File: src/rtl/pt100_pkg.sv
// Shared constants and types for the PT100 temperature <-> ADC conversion path.
// Both the forward converter and temp_to_adc import this package so the
// scaling stays identical in both directions.
package pt100_pkg;

    localparam int ADC_RES = 10;                 // ADC code width, 1024 = 2^ADC_RES
    localparam int TEMP_W  = 8;                  // temperature width in degC
    localparam int SCALE   = 140;                // full-scale temperature numerator

    localparam int DIV_W   = TEMP_W + ADC_RES;   // dividend / quotient width
    localparam int REM_W   = $clog2(SCALE) + 1;  // holds the pre-subtract remainder
    localparam int CNT_W   = $clog2(DIV_W + 1);  // step counter, counts DIV_W..0

    localparam logic [ADC_RES-1:0] ADC_MAX = '1; // 2^ADC_RES - 1

    typedef enum logic [1:0] {
        IDLE,
        DIV,
        DONE
    } state_e;

    // temp*2^ADC_RES + (SCALE-1): adding SCALE-1 turns the truncating divide
    // into a ceiling divide.
    function automatic logic [DIV_W-1:0] ceil_dividend(input logic [TEMP_W-1:0] temp);
        return {temp, {ADC_RES{1'b0}}} + DIV_W'(SCALE - 1);
    endfunction

endpackage

File: src/rtl/seq_divider.sv
// Generic unsigned restoring divider, one quotient bit per step.
// load_i primes the shift register with the dividend; each step_i shifts
// {rem, q} left and conditionally subtracts the divisor. last_step_o is high
// in the cycle whose step produces the final quotient bit.
module seq_divider #(
    parameter int DIV_W = 18,
    parameter int REM_W = 9,
    parameter int CNT_W = 5
) (
    input  logic             clk_i,
    input  logic             rst_i,
    input  logic             load_i,
    input  logic             step_i,
    input  logic [DIV_W-1:0] dividend_i,
    input  logic [REM_W-1:0] divisor_i,
    output logic [DIV_W-1:0] quotient_o,
    output logic             last_step_o
);

    logic [DIV_W-1:0] q_q,   q_d;
    logic [REM_W-1:0] rem_q, rem_d;
    logic [CNT_W-1:0] cnt_q, cnt_d;
    logic [REM_W:0]   shifted;

    // Next-state logic for one restoring division step.
    always_comb begin
        // NOTE: every combinational output gets a default first so no path leaves it unassigned, which would infer a latch.
        q_d     = q_q;
        rem_d   = rem_q;
        cnt_d   = cnt_q;
        shifted = {rem_q, q_q[DIV_W-1]};
        if (load_i) begin
            q_d   = dividend_i;
            rem_d = '0;
            cnt_d = CNT_W'(DIV_W);
        end else if (step_i && (cnt_q != '0)) begin
            if (shifted >= {1'b0, divisor_i}) begin
                rem_d = REM_W'(shifted - {1'b0, divisor_i});
                q_d   = {q_q[DIV_W-2:0], 1'b1};
            end else begin
                rem_d = REM_W'(shifted);
                q_d   = {q_q[DIV_W-2:0], 1'b0};
            end
            cnt_d = cnt_q - CNT_W'(1);
        end
    end

    // Divider state registers, cleared by reset.
    always_ff @(posedge clk_i or posedge rst_i) begin
        // NOTE: sequential state uses non-blocking assignments so every register samples pre-edge values.
        if (rst_i) begin
            q_q   <= '0;
            rem_q <= '0;
            cnt_q <= '0;
        end else begin
            q_q   <= q_d;
            rem_q <= rem_d;
            cnt_q <= cnt_d;
        end
    end

    assign quotient_o  = q_q;
    assign last_step_o = (cnt_q == CNT_W'(1));

endmodule

File: src/rtl/temp_to_adc.sv
// Inverse of the ADC-to-temperature converter: returns the smallest ADC code
// whose forward conversion floor(adc*SCALE/2^ADC_RES) reaches temp_i, i.e.
// ceil(temp*2^ADC_RES/SCALE), clipped to ADC_MAX with sat_o flagged.
// One conversion takes 20 cycles behind a start/busy/valid handshake.
module temp_to_adc
    import pt100_pkg::*;
(
    input  logic               clk_i,
    input  logic               rst_i,
    input  logic               start_i,
    input  logic [TEMP_W-1:0]  temp_i,
    output logic               busy_o,
    output logic               valid_o,
    output logic [ADC_RES-1:0] adc_o,
    output logic               sat_o
);

    state_e             state_q, state_d;
    logic               busy_q,  busy_d;
    logic               valid_q, valid_d;
    logic [ADC_RES-1:0] adc_q,   adc_d;
    logic               sat_q,   sat_d;

    logic               div_load;
    logic               div_step;
    logic               div_last;
    logic [DIV_W-1:0]   quotient;

    // temp_i is captured only through the divider load, so later changes are ignored.
    seq_divider #(
        .DIV_W (DIV_W),
        .REM_W (REM_W),
        .CNT_W (CNT_W)
    ) u_div (
        .clk_i       (clk_i),
        .rst_i       (rst_i),
        .load_i      (div_load),
        .step_i      (div_step),
        .dividend_i  (ceil_dividend(temp_i)),
        .divisor_i   (REM_W'(SCALE)),
        .quotient_o  (quotient),
        .last_step_o (div_last)
    );

    // FSM next state, divider control and output register updates.
    always_comb begin
        state_d  = state_q;
        busy_d   = busy_q;
        valid_d  = 1'b0;
        adc_d    = adc_q;
        sat_d    = sat_q;
        div_load = 1'b0;
        div_step = 1'b0;
        case (state_q)
            IDLE: begin
                if (start_i) begin
                    div_load = 1'b1;
                    busy_d   = 1'b1;
                    state_d  = DIV;
                end
            end
            DIV: begin
                div_step = 1'b1;
                if (div_last) begin
                    state_d = DONE;
                end
            end
            DONE: begin
                valid_d = 1'b1;
                busy_d  = 1'b0;
                state_d = IDLE;
                if (quotient > DIV_W'(ADC_MAX)) begin
                    adc_d = ADC_MAX;
                    sat_d = 1'b1;
                end else begin
                    adc_d = quotient[ADC_RES-1:0];
                    sat_d = 1'b0;
                end
            end
            default: begin
                state_d = IDLE;
                busy_d  = 1'b0;
            end
        endcase
    end

    // State and registered outputs; reset aborts any conversion in flight.
    always_ff @(posedge clk_i or posedge rst_i) begin
        if (rst_i) begin
            state_q <= IDLE;
            busy_q  <= 1'b0;
            valid_q <= 1'b0;
            adc_q   <= '0;
            sat_q   <= 1'b0;
        end else begin
            state_q <= state_d;
            busy_q  <= busy_d;
            valid_q <= valid_d;
            adc_q   <= adc_d;
            sat_q   <= sat_d;
        end
    end

    assign busy_o  = busy_q;
    assign valid_o = valid_q;
    assign adc_o   = adc_q;
    assign sat_o   = sat_q;

endmodule

File: config.mk
export PLATFORM = sky130hd
export DESIGN_NAME = temp_to_adc
export DESIGN_NICKNAME = d
export VERILOG_FILES = /design/src/rtl/pt100_pkg.sv /design/src/rtl/seq_divider.sv /design/src/rtl/temp_to_adc.sv
export SDC_FILE = /design/constraint.sdc
export NUM_CORES = 1
export LEC_CHECK = 0
export ABC_AREA = 1
export CORE_ASPECT_RATIO = 0.5
export CORE_MARGIN = 10
export CORE_UTILIZATION = 45
export CTS_CLUSTER_DIAMETER = 120
export DETAILED_ROUTE_END_ITERATION = 16
export PLACE_DENSITY = 0.67
export SLEW_MARGIN = 20
export SYNTH_ARGS = -nofsm -noshare
export SYNTH_HDL_FRONTEND = slang
export SYNTH_SLANG_ARGS = --single-unit
File: constraint.sdc
create_clock -name clk_i -period 2 [get_ports clk_i]
set_input_delay 0.5 -clock clk_i [delete_from_list [all_inputs] [get_ports clk_i]]
set_output_delay 0.5 -clock clk_i [all_outputs]
set_load 0.005 [all_outputs]
; ---- Word level (Yosys, flattened, before mapping)
; Cells that the tools add are included.
[totals]
out_inout_bits = 13
regBits = 47
input_bits = 11
elab_cells = 44
[op_classes]
bitwise = 1
magnitude_cmp = 2
eq_ne = 5
n_mux = 19
reduce_logical = 6
addsub = 3
[ops]
columns = op, count
row1 = 18-bit 2-to-1 mux, 2
row2 = 9-bit 2-to-1 mux, 3
row3 = "18-bit by 8-bit adder with 18-bit output, second input constant", 1
row4 = "18-bit by 10-bit greater-than comparator with 1-bit output, second input constant", 1
row5 = "10-bit by 8-bit >= comparator with 1-bit output, second input constant", 1
row6 = 10-bit 2-to-1 mux, 1
row7 = 5-bit 2-to-1 mux, 2
row8 = "9-bit by 8-bit subtractor with 9-bit output, second input constant", 1
row9 = 1-bit 2-to-1 mux, 7
row10 = "5-bit by 1-bit == test with 1-bit output, second input constant", 1
row11 = 5-bit nonzero test, 1
row12 = "5-bit by 1-bit subtractor with 5-bit output, second input constant", 1
row13 = 2-bit 2-to-1 mux, 2
row14 = "2-bit != test, second input constant", 2
row15 = 2-bit case mux with 2 select lines, 1
row16 = 2-bit AND reduction, 2
row17 = "2-bit by 1-bit == test with 1-bit output, second input constant", 1
row18 = "2-bit == test, second input constant", 1
row19 = 2-bit logical NOT, 1
row20 = 1-bit case mux with 2 select lines, 1
row21 = 2-bit nonzero test, 1
row22 = 1-bit logical AND, 1
row23 = 1-bit inverter, 1

; ---- Logic depth before layout (Yosys ltp)
; Gate-level depths: netlist of the first run.
[logic_depth]
word_depth = 5
depth_mapped = 9
depth_no_buf = 9

; ---- Hierarchy
; Synthesis of the first run repeated with hierarchy kept, for this count alone.
[unflattened]
hier_cells = 348
hier_area_um2 = 2842.7
[by_module_without_submodules]
columns = mod, instances, cells_per_inst, area_per_inst_um2
row1 = seq_divider, 1, 274, 2165.8
row2 = temp_to_adc, 1, 74, 676.9

; ---- Least setup slack after synthesis of the first run
; No wires, ideal clock.
[synth_path]
path_kind = register to register
from = reg u_div.cnt_q[0]
to = reg u_div.q_q[17], in the netlist u_div.quotient_o[17]
period_less_slack_ps = 1330
arrival_time_ps = 1204
path_slack_ps = 670
path_stages_with_launch = 9
setup_time_ps = 127
t_required_ps = 1873
path_cell_list = dfrtp_1 > inv_1 > ha_1 > nand3_2 > nand2_4 > inv_4 > buf_6 > nand2_1 > o211ai_2
[synth_between]
elab_chain_len = 3
[synth_lines]
columns = element, line_no
row1 = start: declaration, seq_divider.sv:22  ; logic [CNT_W-1:0] cnt_q, cnt_d;
row2 = start signal: assignment, seq_divider.sv:58  ; cnt_q <= cnt_d;
row3 = 5-bit nonzero test, seq_divider.sv:36  ; end else if (step_i && (cnt_q != '0)) begin
row4 = 1-bit logical AND, seq_divider.sv:36
row5 = 2-bit nonzero test (no line), -
row6 = end signal: assignment, seq_divider.sv:56  ; q_q <= q_d;
row7 = end: declaration, seq_divider.sv:20  ; logic [DIV_W-1:0] q_q, q_d;
; Every way passes these cells.
; A chain may end at the register's enable or synchronous reset.

; ---- Worst setup path after layout of the first run
[layout_path]
from = reg adc_q[0], in the netlist adc_o[0]
to = out adc_o[0]
[layout_lines]
columns = element, line_no
row1 = start: declaration, temp_to_adc.sv:21  ; logic [ADC_RES-1:0] adc_q, adc_d;
row2 = start signal: assignment, temp_to_adc.sv:93  ; adc_q <= '0;
row3 = start signal: assignment, temp_to_adc.sv:99  ; adc_q <= adc_d;
row4 = end: declaration, temp_to_adc.sv:14  ; output logic [ADC_RES-1:0] adc_o,
; No word-level cell between the ends.

==> impl_metrics.json, run 1 <==
{
  "status": "complete, no violations",
  "reg2reg_from": "u_div.cnt_q[0]",
  "cts-buffers-inserted": 5,
  "avgSynthCellArea_um2": 8.91,
  "grt_usage_pct": 11.2,
  "antenna_cells": 0,
  "coreArea_um2": 4860,
  "cts_tree": "yes",
  "start_kind": "register",
  "routed_wirelength_um": 4530,
  "fp.dieH_um": 69.9,
  "rr_endpoint": "u_div.quotient_o[15]",
  "fmax_mhz": 589,
  "syn_nets": 266,
  "cts_htree_levels": 2,
  "path_cells": "clkdlybuf4s50_1",
  "ant_nets": 0,
  "criticalPathCategory": "reg2out",
  "post_cts_resized": 0,
  "fillers": 454,
  "p_per_area_nw_per_um2": 1490,
  "io_buffers": 23,
  "hold_class": "in2async",
  "r2r_slack_ps": 390,
  "num_vias": 1715,
  "crit_path_end_kind": "output port",
  "ff2ff_path_depth": 7,
  "grt-ovfl-total": 0,
  "grt_pass1_vias": 1695,
  "setup_viol": 0,
  "viasPerCell": 4.89,
  "netlist_area_um2": 2240,
  "area_delta_synth_final_pct": 17.6,
  "yosysUniqueCellTypes": 28,
  "drt-initial-drc-count": 78,
  "crit_family": "buffers and inverters",
  "avgRoutedWirePerCell_um": 12.9,
  "yosys.area.top_type_share_pct": 52.4,
  "cts_hold_buf": 0,
  "peakVddDrop_mv": 0.498,
  "cp.arrival_ps": 1200,
  "drv_slew": 0,
  "row_count": 18,
  "ff_latch_area_um2": 1180,
  "worstSkewPairLatency_ps": 300,
  "clk_pin_slew_ps": 100,
  "seq_area_frac_synth_pct": 52.4,
  "rsz0062_at_grt": "no",
  "fin_skew_ps": 8.72,
  "cpPeakStageDelay_ps": 530,
  "synthesis.instances": 252,
  "fin_ws_ps": 303,
  "cts-root-buf": "clkbuf_8",
  "path_depth": 1,
  "die_x_um": 120,
  "ys_ff_latch": 47,
  "ys_warn_count": 0,
  "drive_above_1_share_pct": 12.5,
  "start_util_pct": 46.1,
  "dp_slack_ps": 198,
  "cts_sinks": 47,
  "dp_hpwl_um": 3280,
  "power.leakage_uw": 0.00123,
  "crit_slowest_cell": "clkdlybuf4s50_1",
  "multiInputGateArea_um2": 863,
  "drc": 0,
  "die_area_um2": 8380,
  "io_pins": 24,
  "synth_area_leader_cell": "dfrtp_1",
  "utilization_pct": 54.3,
  "period_needed_ps": 1700,
  "required_ps": 1500,
  "antenna_found_initial": 0,
  "hold_viol": 0,
  "final_nets": 294,
  "place_congestion": 0.733,
  "firstDrtPassIters": 4,
  "cts_buffer_depth": 2,
  "worstMarginPinSlew_ps": 500,
  "fin_crit_sh_pct": 84.9,
  "synth_area_leaders": "dfrtp_1 52%, nand2_1 9.7%, nand3_1 5.4%",
  "crit_buf_inv": 1,
  "relSlewSlack_pct": 66.5,
  "post_cts_buffers": 0,
  "max-cap-violations": 0,
  "grt_max_degree": 22,
  "finalSetupTns_ps": 0,
  "cp_max_fo": 2,
  "grt_pass1_wl_um": 7790
}
==> per-layer routing <==
metal / GRT usage [%] / share of wire [%] / routed length, µm / vias up
li1: - / - / - / 866
met1: 13.3 / 48 / 2170 / 818
met2: 18.5 / 46 / 2090 / 26
met3: 3.53 / 4.9 / 224 / 5
met4: 3.99 / 1.0 / 46 / 0
met5: 0 / 0 / 0 / -
==> per-stage QoR <==
| step | total power (µW) | instance area (µm²) | hold WS, ps | instances |
|---|---|---|---|---|
| 2_1_floorplan | 2990 | 2240 | 442 | 252 |
| 3_3_place_gp | 3300 | 2550 | 455 | 343 |
| 3_5_place_dp | 3350 | 2550 | 465 | 343 |
| 4_1_cts | 3960 | 2640 | 477 | 351 |
| 5_1_grt | 4300 | 2640 | 479 | 351 |
| 6_report | 3930 | 2640 | 467 | 351 |
==> synth_stat cells, drive strengths merged <==
master,number
nand2,61
inv,35
o22ai,3
o31ai,1
ha,3
xor2,1
nand4,1
nand3b,1
nand3,26
nor3,5
xnor2,1
o211ai,8
dfrtp,47
o21ai,17
a21oi,13
buf,8
nor2,21
==> power breakdown <==
part	leakage [µW]	internal, µW	switching [µW]
sequential	0.000540	1310	264
combinational	0.000643	679	1070
clock	0.0000489	253	349
==> layout make-up <==
type                    instances  area share (%)
repair buffers                 29            10.9
flip-flops and latches         47            44.5
clock inverters                 3           0.853
well taps                      70            3.32
inverters                      35            5.07
clock buffers                   5            2.61
multi-input cells             162            32.7
==> worst max-delay path by stage <==
stage	start	endpoint	slack [ps]
floorplan	rst_i	adc_o[0]	380
global placement	start_i	u_div.cnt_q[2]	260
detailed placement	start_i	u_div.quotient_o[16]	200
CTS	adc_o[0]	adc_o[0]	290
global route	u_div.cnt_q[0]	u_div.rem_q[3]	240
finish	adc_o[0]	adc_o[0]	300
==> state kept, by name, summed over array words and instances (netlist names) <==
signal and flops:
sat_o 1, u_div.cnt_q 5, adc_o 10, state_q 2
u_div.quotient_o 18, busy_o 1, valid_o 1, u_div.rem_q 9
==> cell usage in the layout, fill, tap and decap left out <==
master / n
nand2_2: 1
inv_4: 1
o21ai_1: 11
nand3_1: 24
xor2_1: 1
inv_6: 2
nand3b_1: 1
dfrtp_1: 47
nor2_1: 17
o211ai_1: 1
o31ai_1: 1
clkdlybuf4s50_1: 23
nand2_1: 58
clkinv_1: 1
ha_1: 3
nand4_1: 1
nand3_2: 1
clkinv_2: 1
o21ai_0: 6
nand3_4: 1
buf_12: 1
nor2_2: 1
nor3_1: 5
inv_1: 29
nand2_4: 2
xnor2_1: 1
nor2_4: 3
o22ai_1: 3
a21oi_1: 13
inv_2: 4
buf_4: 5
o211ai_2: 7
clkbuf_8: 5
==> cell families after synthesis <==
kind of cell	Yosys count	share of synthesized area, %
buf+inv	43	9.14
simple gates	115	23.9
flops	47	52.4
fa+ha+maj	3	1.67
compound gates	42	12.1
xor+xnor	2	0.781
(Power assumes the default switching activity.)
==> run 2: changes to the inputs <==
==> constraint.sdc (replaced) <==
create_clock -name clk_i -period 1.65 [get_ports clk_i]
set_input_delay 0.4125 -clock clk_i [delete_from_list [all_inputs] [get_ports clk_i]]
set_output_delay 0.4125 -clock clk_i [all_outputs]
set_load 0.005 [all_outputs]
==> run 2 against run 1 <==
Against the previous run: clock power increased by 19%; final cell count increased by 0.57%; final area increased by 1.0%; non-clock buffer count increased by 2; die area unchanged; register-to-register slack got worse by 260 ps; clock skew increased by 5.8 ps; global-route usage increased by 1.2 points; largest cell class unchanged; highest routed layer unchanged; power increased by 23%.
==> impl_metrics.json, run 2 (same netlist as run 1, synthesis figures left out) <==
{
  "status": "complete, no violations",
  "final_nets": 296,
  "io_pins": 24,
  "final_cell_mix": "58 x nand2_1, 47 x dfrtp_1, 29 x inv_1",
  "swShare_pct": 42.9,
  "firstDrtPassIters": 4,
  "max-cap-violations": 0,
  "dpl_cell_area_um2": 2560,
  "grt_usage_pct": 12.4,
  "grt-ovfl-total": 0,
  "intPower_uw": 2770,
  "start_kind": "register",
  "antenna_cells": 0,
  "p_sw_uw": 2080,
  "relSlewSlack_pct": 76.4,
  "finalSetupTns_ps": 0,
  "antenna_found_initial": 0,
  "power.leakage_uw": 0.00124,
  "drv_slew": 0,
  "setup_viol": 0,
  "cts_hold_buf": 0,
  "seqPwrFrac_pct": 39.4,
  "crit_buf_inv": 1,
  "die_x_um": 120,
  "largest_register_ffs": 18,
  "grt_use_met3_pct": 4.57,
  "layout_commonest_cell": "nand2_1",
  "grt_pass1_vias": 1884,
  "die_area_um2": 8380,
  "cp.arrival_ps": 1180,
  "cpPeakStageDelay_ps": 510,
  "grtUsageMet1_pct": 15.0,
  "path_cells": "clkdlybuf4s50_1",
  "fmax_mhz": 628,
  "grt_most_used_layer": "met2",
  "start_util_pct": 46.1,
  "row_count": 18,
  "fp.dieH_um": 69.9,
  "fin_skew_ps": 14.5,
  "criticalPathCategory": "reg2out",
  "utilization_pct": 54.8,
  "p_per_area_nw_per_um2": 1820,
  "routed_wirelength_um": 4760,
  "cts_buffer_depth": 2,
  "crit_slowest_cell": "clkdlybuf4s50_1",
  "hold_class": "in2async",
  "pwr-share-clk_pct": 14.8,
  "viasPerCell": 4.92,
  "hold_slack_ps": 444,
  "avgRoutedWirePerCell_um": 13.5,
  "drc": 0,
  "period_needed_ps": 1590,
  "crit_path_end_kind": "output port",
  "cts-buffers-inserted": 5,
  "rsz0062_at_grt": "no",
  "drive_above_1_share_pct": 13.1,
  "crit_family": "buffers and inverters",
  "post_cts_resized": 0,
  "cts_sinks": 47,
  "fin_crit_sh_pct": 96.5,
  "hold_viol": 0,
  "coreArea_um2": 4860,
  "drt-initial-drc-count": 163,
  "final_cells": 353,
  "peakVddDrop_mv": 0.708,
  "num_vias": 1736,
  "cts_tree": "yes",
  "required_ps": 1240,
  "dp_hpwl_um": 3310,
  "grt_max_degree": 48,
  "ant_nets": 0,
  "clk_pin_slew_ps": 100,
  "place_congestion": 0.805,
  "grt_pass1_wl_um": 8580,
  "cp_max_fo": 2,
  "io_buffers": 23,
  "dp.cells": 345,
  "combPwrFrac_pct": 45.8,
  "worstMarginPinSlew_ps": 354,
  "post_cts_buffers": 0,
  "cts_htree_levels": 2,
  "gr-usage-met2_pct": 19.4,
  "final_cell_area_um2": 2670,
  "area_delta_synth_final_pct": 18.8,
  "cts-root-buf": "clkbuf_8",
  "worstSkewPairLatency_ps": 310
}
run 2: power groups by stage:
stage	clock network (µW)	registers (µW)	logic, µW
final	716	1910	2220
after detailed placement	0	1910	2220
after CTS	736	1900	2230
after global placement	0	1900	2150
after global routing	782	1960	2600
after floorplan	0	1840	1790
run 2: path summary, 6_finish.rpt:
| check | start | endpoint | slack [ps] | cells past startpoint |
|---|---|---|---|---|
| worst max register to register | u_div.cnt_q[0] | u_div.quotient_o[12] | 130 | 7 |
| min in group clk_i | u_div.cnt_q[4] | u_div.cnt_q[4] | 480 | 2 |
| worst max-delay path | adc_o[5] | adc_o[5] | 60 | 1 |
| worst min register to register | u_div.cnt_q[4] | u_div.cnt_q[4] | 480 | 2 |
| max in group asynchronous | rst_i | u_div.rem_q[3] | 990 | 3 |
| worst min-delay path | rst_i | busy_o | 440 | 3 |
run 2: area by class of cell:
type                            instances  area, µm²
Clock buffer                            6       72.6
Tap cell                               70       87.6
Fill cell                             453       2200
Clock inverter                          2       16.3
Multi-Input combinational cell        162        866
Timing Repair Buffer                   31        313
Inverter                               35        136
Sequential cell                        47       1180
run 2: layer usage:
layer	up-vias	wire length, µm
li1	875	-
met1	827	2280
met2	29	2150
met3	5	266
met4	0	68
met5	-	0
run 2: through the flow:
step	setup slack [ps]	total power (µW)
floorplan	121	3630
detailed placement	27.3	4130
global route	5.49	5340
global placement	51.0	4060
finish	58.5	4850
CTS	31.3	4860
==> run 3: changes to the inputs <==
--- a/config.mk
+++ b/config.mk
@@ -12,7 +12,7 @@
 export CTS_CLUSTER_DIAMETER = 120
 export DETAILED_ROUTE_END_ITERATION = 16
 export PLACE_DENSITY = 0.67
-export SLEW_MARGIN = 20
+export SLEW_MARGIN = 15
 export SYNTH_ARGS = -nofsm -noshare
 export SYNTH_HDL_FRONTEND = slang
 export SYNTH_SLANG_ARGS = --single-unit
==> results of run 3 <==
Final layout, timing and power as in run 2 (identical DEF).
